==> config.mk <==
export PLATFORM = sky130hd
export DESIGN_NAME = sprite_row_scheduler
export DESIGN_NICKNAME = d
export VERILOG_FILES = /design/src/rtl/sprite_row_scheduler.sv
export SDC_FILE = /design/constraint.sdc
export NUM_CORES = 1
export LEC_CHECK = 0
export ABC_AREA = 1
export CORE_ASPECT_RATIO = 1.25
export CORE_MARGIN = 2
export CORE_UTILIZATION = 49
export CTS_BUF_LIST = sky130_fd_sc_hd__clkbuf_16
export DETAILED_ROUTE_END_ITERATION = 10
export PLACE_DENSITY = 0.78
export SLEW_MARGIN = 20
export SYNTH_ARGS = -nofsm -noshare
export SYNTH_HDL_FRONTEND = slang
export SYNTH_SLANG_ARGS = --single-unit
==> constraint.sdc <==
create_clock -name clk -period 11.3 [get_ports clk]
set_input_delay 3.39 -clock clk [delete_from_list [all_inputs] [get_ports clk]]
set_output_delay 3.39 -clock clk [all_outputs]
set_load 0.05 [all_outputs]
==> src/rtl/sprite_row_scheduler.sv <==
// sprite_row_scheduler
//   During horizontal blanking, walks the sprite slots in index order. For every slot that
//   covers the prepared line it fetches that slot's 64-bit pixel row from a shared sprite ROM
//   into a per-slot row buffer. While the line is displayed, it picks the lowest-index visible,
//   non-transparent sprite pixel for the current x.
//
// Ports
//   clk, rst           : rising-edge clock; synchronous active-low reset (rst = 0 resets)
//   line_start, line_y : one-cycle pulse at start of h-blank, and the line to prepare
//   slot_en/x/y/id     : live per-slot configuration, packed with slot 0 in the low bits
//   rom_req, rom_addr  : ROM read request and address {image id, row}, held until rom_ack
//   rom_ack, rom_data  : ROM completion strobe and 64-bit row (16 pixels x 4 bits, column 0 in MSBs)
//   display_on, x, y   : current beam position
//   pix_hit, pix_color : registered sprite pixel for the previous cycle's x
//   overrun            : one-cycle pulse when display starts before the fetch scan has finished

module sprite_row_scheduler #(
    parameter int unsigned n_slots = 4,
    parameter int unsigned w_x     = 10,
    parameter int unsigned w_y     = 9,
    parameter int unsigned w_id    = 2
) (
    input  logic                    clk,
    input  logic                    rst,
    input  logic                    line_start,
    input  logic [w_y-1:0]          line_y,
    input  logic [n_slots-1:0]      slot_en,
    input  logic [n_slots*w_x-1:0]  slot_x,
    input  logic [n_slots*w_y-1:0]  slot_y,
    input  logic [n_slots*w_id-1:0] slot_id,
    output logic                    rom_req,
    output logic [w_id+3:0]         rom_addr,
    input  logic                    rom_ack,
    input  logic [63:0]             rom_data,
    input  logic                    display_on,
    input  logic [w_x-1:0]          x,
    input  logic [w_y-1:0]          y,
    output logic                    pix_hit,
    output logic [3:0]              pix_color,
    output logic                    overrun
);

    localparam int unsigned w_s = (n_slots > 1) ? $clog2(n_slots) : 1;

    typedef enum logic [1:0] {StIdle, StCheck, StReq, StWait} state_e;

    state_e              state_q;
    logic [w_s-1:0]      slot_q;
    logic [w_y-1:0]      line_q;
    logic [n_slots-1:0]  active_q;
    logic                ovr_done_q;
    logic [63:0]         row_buf [n_slots];

    // The line is latched at line_start, so the live y position is not needed.
    logic unused_y;
    assign unused_y = ^y;

    // Scan compare for the slot under examination.
    logic [w_y-1:0]  cur_y;
    logic [w_y-1:0]  dy;
    logic [w_id-1:0] cur_id;
    logic            cur_hit;
    logic            last_slot;
    logic            fetch_done;

    assign cur_y      = slot_y[int'(slot_q)*w_y +: w_y];
    assign cur_id     = slot_id[int'(slot_q)*w_id +: w_id];
    assign dy         = line_q - cur_y;
    // line_q >= cur_y rules out wrap-around; the high bits of dy then bound the row to 0..15.
    assign cur_hit    = slot_en[slot_q] && (line_q >= cur_y) && (dy[w_y-1:4] == '0);
    assign last_slot  = (slot_q == w_s'(n_slots - 1));
    assign fetch_done = rom_ack && !line_start && ((state_q == StReq) || (state_q == StWait));

    always_ff @(posedge clk) begin
        if (!rst) begin
            state_q    <= StIdle;
            slot_q     <= '0;
            line_q     <= '0;
            active_q   <= '0;
            rom_req    <= 1'b0;
            rom_addr   <= '0;
            overrun    <= 1'b0;
            ovr_done_q <= 1'b0;
        end else begin
            overrun <= 1'b0;
            if (display_on && (state_q != StIdle) && !ovr_done_q) begin
                overrun    <= 1'b1;
                ovr_done_q <= 1'b1;
            end
            if (line_start) begin
                // Abandons any pending fetch; a late ack then lands in StCheck and is ignored.
                line_q     <= line_y;
                active_q   <= '0;
                slot_q     <= '0;
                state_q    <= StCheck;
                rom_req    <= 1'b0;
                overrun    <= 1'b0;
                ovr_done_q <= 1'b0;
            end else begin
                unique case (state_q)
                    StIdle: begin
                    end
                    StCheck: begin
                        if (cur_hit) begin
                            state_q  <= StReq;
                            rom_req  <= 1'b1;
                            rom_addr <= {cur_id, dy[3:0]};
                        end else if (last_slot) begin
                            state_q <= StIdle;
                        end else begin
                            slot_q <= slot_q + 1'b1;
                        end
                    end
                    StReq, StWait: begin
                        if (rom_ack) begin
                            active_q[slot_q] <= 1'b1;
                            rom_req          <= 1'b0;
                            if (last_slot) begin
                                state_q <= StIdle;
                            end else begin
                                slot_q  <= slot_q + 1'b1;
                                state_q <= StCheck;
                            end
                        end else begin
                            state_q <= StWait;
                        end
                    end
                    default: state_q <= StIdle;
                endcase
            end
        end
    end

    // Row buffers carry no reset; a slot is only visible once its active flag is set.
    always_ff @(posedge clk) begin
        if (rst && fetch_done) begin
            row_buf[slot_q] <= rom_data;
        end
    end

    // Pixel selection: lowest-index active slot covering x with an opaque nibble wins.
    logic [w_x-1:0] dx;
    logic [3:0]     nib;
    logic           win_hit;
    logic [3:0]     win_color;

    always_comb begin
        win_hit   = 1'b0;
        win_color = 4'd0;
        dx        = '0;
        nib       = 4'd0;
        for (int i = 0; i < int'(n_slots); i++) begin
            dx  = x - slot_x[i*w_x +: w_x];
            // Column c sits at bits [63-4c -: 4], i.e. base 4*(15-c) = {~c, 2'b00}.
            nib = row_buf[i][{~dx[3:0], 2'b00} +: 4];
            if (!win_hit && active_q[i] && (dx[w_x-1:4] == '0) && (nib != 4'd0)) begin
                win_hit   = 1'b1;
                win_color = nib;
            end
        end
    end

    always_ff @(posedge clk) begin
        if (!rst) begin
            pix_hit   <= 1'b0;
            pix_color <= 4'd0;
        end else begin
            pix_hit   <= display_on && win_hit;
            pix_color <= (display_on && win_hit) ? win_color : 4'd0;
        end
    end

endmodule

==> impl_metrics.tcl, run 1 <==
set metrics [dict create \
    synth_seq_cells 287 \
    grt_remaining_overflow 0 \
    dpl.hpwl_um 27800 \
    yosys_warnings 0 \
    yosys.cell_count.top_type "nand2_1" \
    crit_path_frequent_cell "nand2_1" \
    crit_buf_inv 4 \
    grt_first_pass_wirelength_um 63000 \
    ys_seq_area_share_pct 56.5 \
    syn_inst 1616 \
    min_period_over_period_pct 60.1 \
    antenna_found_initial 0 \
    crit_fanout 18 \
    hold_viol_final 0 \
    grt_start_max_net_pins 65 \
    cts_sinks 287 \
    cts_max_level 1 \
    clock_path_buffers 3 \
    post_cts_buffers 0 \
    yosys.area_share.simple_pct 23.3 \
    irDropWorstVdd_uv 148 \
    wire_per_inst_um 18.7 \
    holdPathEnd "overrun$_SDFF_PP0_" \
    synth_top_family_by_area "simple AND/OR/NAND/NOR gates" \
    numCtsBuffers 27 \
    via_per_inst 5.42 \
    syn_area_um2 14700 \
    placed_area_um2 16900 \
    finalSetupTns_ns 0 \
    fp.coreArea_um2 29400 \
    synth_top_area_share_pct 52.3 \
    finClkSkew_ns 0.00647 \
    dr_total_vias 12000 \
    synth.area.mux_share_pct 0 \
    fin_crit_ns 6.79 \
    drc_errors 0 \
    relSlewSlack_pct 33.0 \
    drt-total-wl_um 41300 \
    worstRegToRegCells 16 \
    initial_core_util_pct 49.9 \
    fp.dieH_um 198 \
    boundaryPins 198 \
    synthFlopType "edfxtp_1" \
    path_cells "clkdlybuf4s50_1 -> inv_1 -> fa_1 -> buf_4 -> clkinv_2 -> nor2_1 -> o21ai_1 -> nand2_1 -> nand2_1 -> nand2_1 -> nand2_1 -> nand2_1 -> nor2_2 -> nand2_2 -> nand4_1 -> nor2_1 -> nor2_1 -> nand2_1 -> nor2_1 -> nor2_2" \
    cp_data_required_time_ns 11.78 \
    rsz0062_at_grt "no" \
    total_power_mw 2.58 \
    rows 70 \
    worst_slew_pin_slew_ns 1.00 \
    cts_hold_buf 0 \
    worstHoldStart "ovr_done_q$_SDFFE_PP0P_" \
    crit_path_end_kind "flip-flop" \
    synth-compound-area-share_pct 7.78 \
    final_max_slew_viol_count 0 \
    critPathSlowestCell "clkdlybuf4s50_1" \
    grtUsageTotal_pct 25.8 \
    ctsResizeCount 0 \
    critPathTopFamily "buffers and inverters" \
    synth_top_area_cell "edfxtp_1" \
    max_stage_delay_ns 0.66 \
    layout-drive-gt1-share_pct 5.62 \
    clkTransAtPathRegs_ns 0.07 \
    synth-xor-area-share_pct 1.52 \
    finalNetCount 2034 \
    area_delta_synth_final_pct 20.8 \
    outcome "completed" \
    diodes 0 \
    worstHoldPathType "reg2reg" \
    die_area_um2 31400 \
    gp_congestion 0.927 \
    power_leakage_nw 7.24 \
    setup_violations 0 \
    postSynthAreaPerCell_um2 9.09 \
    async_reset_ff_share_pct 0 \
    ys_top_cells_by_count "425 x nand2_1, 271 x nor2_1, 256 x edfxtp_1" \
    cts_root_buffer "clkbuf_16" \
    rr_endpoint "rom_addr[2]$_SDFFE_PN0P_" \
    fill_cells 2463 \
    synth_edf_count 256 \
    reg2reg_slack_ns 6.91 \
    synth_cell_types 46 \
    ant_nets 0 \
    grt_pass1_vias 11600 \
    postLayoutCellArea_um2 17800 \
    crit_arrival_ns 7.27 \
    dr.first_iter.drc_count 1234 \
    whs_path_depth 1 \
    die_w_um 159 \
    port-buffer-count 188 \
    ys_top_cells_by_area "edfxtp_1 52%, nand2_1 11%, nor2_1 6.9%" \
    max_cap_viol_count 0 \
    cts_tree "done" \
    synth_adder_area_share_pct 4.85 \
    rr_startpoint "slot_q[0]$_SDFFE_PP0P_" \
    power_per_cell_area_nw_per_um2 145 \
    path_class "in2reg" \
    critPathLaunchType "input pin" \
    synth_nets 1855 \
    drt_first_pass_iters 5 \
    max_freq_mhz 147 \
    clk_latency_ns 0.53 \
]
[final cells by class]
class / instances / area, um2 / share of cell area (%)
well taps: 396 / 495 / 2.79
flip-flops and latches: 287 / 8310 / 46.8
clock inverters: 21 / 185 / 1.04
inverters: 155 / 583 / 3.28
multi-input cells: 1124 / 5540 / 31.2
repair buffers: 200 / 1970 / 11.1
clock buffers: 27 / 676 / 3.81
[per-stage QoR]
stage          setup slack [ns]  hold slack, ns  utilization [%]  std cells
2_1_floorplan              3.97           0.401                -       1616
3_3_place_gp               4.06           0.409             57.4       2162
3_5_place_dp               4.09           0.419             57.4       2162
4_1_cts                    4.60           0.437             60.3       2210
5_1_grt                    4.34           0.448             60.3       2210
6_report                   4.51           0.440             60.3       2210
[state kept, by name (all words and copies together), names as in the netlist]
name / count
active_q: 4
line_q: 9
overrun: 1
ovr_done_q: 1
pix_color: 4
pix_hit: 1
rom_addr: 6
rom_req: 1
row_buf: 256
slot_q: 2
state_q: 2
[layout by cell type, fill, tap and decap left out, drive strengths merged, types with 10 or more instances in the layout]
cell type and n:
xor2 12, edfxtp 256, dfxtp 31, clkdlybuf4s50 188
ha 49, nor2 279, o21ai 126, a21oi 52
clkbuf 27, nand4 19, clkinv 10, inv 161
xnor2 10, buf 12, nand2 436, nand3 92
[report_power, final]
| part | internal, mW | switching [mW] |
|---|---|---|
| clock | 0.503 | 0.379 |
| combinational | 0.192 | 0.349 |
| sequential | 1.16 | 0.00306 |
[metal layers]
layer  track usage (%)  vias up  share of wire [%]
met1              33.3     5555                 39
met5                 0        -                  0
met2              44.3      603                 49
met3              3.21       96                8.0
met4              11.0        0                3.7
li1                  -     5723                  -
[cells by family after synthesis]
kind of cell	count (synthesis)
AND/OR/NAND/NOR	843
buffers and inverters	205
adder cells (fa/ha/maj)	54
AO/OA/AOI/OAI	205
XOR/XNOR	22
flip-flops	287
[how the worst max path moves through the flow]
| stage | to | slack, ns | cells past startpoint | startpoint |
|---|---|---|---|---|
| 4_1_cts | pix_color[2]$_SDFF_PN0_ | 4.60 | 20 | x[1] |
| 6_report | pix_color[1]$_SDFF_PN0_ | 4.51 | 20 | x[1] |
| 5_1_grt | pix_color[1]$_SDFF_PN0_ | 4.34 | 20 | x[1] |
| 2_1_floorplan | row_buf[0][0]$_DFFE_PP_ | 3.97 | 4 | line_start |
| 3_5_place_dp | pix_color[2]$_SDFF_PN0_ | 4.09 | 20 | x[1] |
| 3_3_place_gp | pix_color[2]$_SDFF_PN0_ | 4.06 | 20 | x[1] |
Note: power is estimated with default switching activity, not from simulation.
==> inputs of run 2 (changes only) <==
Clock period 11.3 ns to 6.6 ns, I/O delays scaled along.
==> run 2 against run 1 <==
Against the previous run: die area did not move; clock power up 54%; largest cell class unchanged; non-clock buffer count grew 6; total power rose by 66%; critical endpoint is now pix_color[3]$_SDFF_PN0_; largest power group unchanged; critical path type unchanged.
==> impl_metrics.tcl, run 2 (synthesized netlist as in run 1, its figures left out) <==
set metrics [dict create \
    cts_root_buffer "clkbuf_16" \
    worst_slew_pin_slew_ns 1.00 \
    gp_congestion 0.914 \
    die_area_um2 31400 \
    grt_start_max_net_pins 65 \
    largest_reg_flops 256 \
    relSlewSlack_pct 33.0 \
    antenna_found_initial 0 \
    grt_remaining_overflow 0 \
    crit_fanout 9 \
    fp.dieH_um 198 \
    drt_first_pass_iters 5 \
    final_util_pct 60.1 \
    diodes 0 \
    crit_buf_inv 3 \
    critPathSlowestCell "clkdlybuf4s50_1" \
    top_regs "row_buf: 256 flops, line_q: 9 flops, rom_addr: 6 flops" \
    ant_nets 0 \
    setup_ws_ns 1.55 \
    die_w_um 159 \
    clock_path_buffers 3 \
    total_power_mw 4.27 \
    cts_tree "done" \
    clkTransAtPathRegs_ns 0.06 \
    final_max_slew_viol_count 0 \
    cts_sinks 287 \
    top_register "row_buf" \
    reg2reg_slack_ns 2.32 \
    initial_core_util_pct 49.9 \
    setup_violations 0 \
    max_cap_viol_count 0 \
    cts_hold_buf 0 \
    fill_cells 2531 \
    crit_path_end_kind "flip-flop" \
    rows 70 \
    power_per_cell_area_nw_per_um2 242 \
    final_cell_mix "425 x nand2_1, 267 x nor2_1, 256 x edfxtp_1" \
    via_per_inst 5.43 \
    fin_crit_ns 5.05 \
    dp_cells 2168 \
    dpl.hpwl_um 27800 \
    finalNetCount 2040 \
    critPathTopFamily "simple AND/OR/NAND/NOR gates" \
    crit_arrival_ns 5.47 \
    max_freq_mhz 198 \
    crit_path_frequent_cell "nand2_1" \
    power_leakage_nw 7.25 \
    area_delta_synth_final_pct 20.4 \
    outcome "completed" \
    min_period_over_period_pct 76.5 \
    cts_max_level 1 \
    port-buffer-count 188 \
    finClkSkew_ns 0.0111 \
    critPathLaunchType "input pin" \
    grt_pass1_vias 11600 \
    layout-drive-gt1-share_pct 5.49 \
    clockPowerShare_pct 31.8 \
    finalSetupTns_ns 0 \
    p_switching_mw 1.23 \
    intPower_mw 3.05 \
    seqCellArea_um2 8310 \
    final_common_cell "nand2_1" \
    dr.first_iter.drc_count 1351 \
    fp.coreArea_um2 29400 \
    max_stage_delay_ns 0.62 \
    post_cts_buffers 0 \
    final_cells 2216 \
    cp_data_required_time_ns 7.02 \
    grtUsageTotal_pct 25.7 \
    dr_total_vias 12000 \
    hold_viol_final 0 \
    clk_latency_ns 0.53 \
    worstHoldPathType "reg2reg" \
    rsz0062_at_grt "no" \
    wire_per_inst_um 18.6 \
    irDropWorstVdd_uv 244 \
    multiInputGateArea_um2 5530 \
    ctsResizeCount 0 \
    grt_first_pass_wirelength_um 62800 \
    pre_cts_slack_ns 1.04 \
    path_cells "clkdlybuf4s50_1 -> inv_1 -> fa_1 -> nand2_1 -> nand2_2 -> inv_2 -> nand3_1 -> nand2_1 -> nand2_1 -> nand2_1 -> nor2_1 -> nand2_1 -> nand3_1 -> nand4_1 -> nor2_1 -> nor2_1 -> nand2_1 -> nor2_1 -> nor2_2" \
    numCtsBuffers 27 \
    path_class "in2reg" \
    drt-total-wl_um 41300 \
    drc_errors 0 \
    power_frac_comb_pct 21.7 \
    swShare_pct 28.7 \
    pwr-share-seq_pct 46.4 \
    boundaryPins 198 \
]
-- run 2: final cells by class --
cell class / count / share of cell area (%)
inverter: 155 / 3.29
tap: 396 / 2.80
clock buffer: 27 / 3.82
clock inverter: 21 / 0.481
timing repair buffer: 206 / 11.4
multi-input combinational: 1124 / 31.3
sequential: 287 / 46.9
-- run 2: power groups by stage --
stage               logic, mW  clock network [mW]  registers (mW)
finish                  0.929                1.36            1.98
global route             1.02                1.44            1.98
CTS                     0.916                1.37            1.98
detailed placement      0.908                   0            2.02
global placement        0.896                   0            2.02
floorplan               0.562                   0            2.02
-- run 2: worst reg2reg max path, stage by stage (launching register included) --
cell and delay [ns]:
dfxtp_1 0.98, inv_1 0.67, o21ai_0 0.34, o22ai_1 0.10, ha_1 0.23, fa_1 0.44, nor2_1 0.12, nor2_1 0.08
o21ai_1 0.14, or2_1 0.12, nand3_1 0.07, nor3_1 0.19, nand2_1 0.14, nor2_4 0.20, nand2_1 0.18, nand2_1 0.13
a21oi_1 0.06
-- run 2: final timing paths --
| kind | cells after the start | start | end |
|---|---|---|---|
| setup / recovery | 19 | x[1] | pix_color[3]$_SDFF_PN0_ |
| hold reg to reg | 1 | ovr_done_q$_SDFFE_PP0P_ | overrun$_SDFF_PP0_ |
| hold / removal | 1 | ovr_done_q$_SDFFE_PP0P_ | overrun$_SDFF_PP0_ |
| setup reg to reg | 16 | slot_q[0]$_SDFFE_PP0P_ | rom_addr[3]$_SDFFE_PN0P_ |
-- run 2: stage by stage --
| stage | cell area (um2) | hold WS, ns |
|---|---|---|
| 2_1_floorplan | 14700 | 0.401 |
| 4_1_cts | 17700 | 0.430 |
| 6_report | 17700 | 0.426 |
| 3_3_place_gp | 16900 | 0.409 |
| 5_1_grt | 17700 | 0.452 |
| 3_5_place_dp | 16900 | 0.421 |
-- run 2: layer usage --
metal  up-vias  global-route usage [%]  wire length [um]
met1      5581                    33.0             16200
met4         0                    9.12              1260
li1       5740                       -                 -
met3        92                    3.53              3370
met5         -                       0                 0
met2       612                    44.7             20400
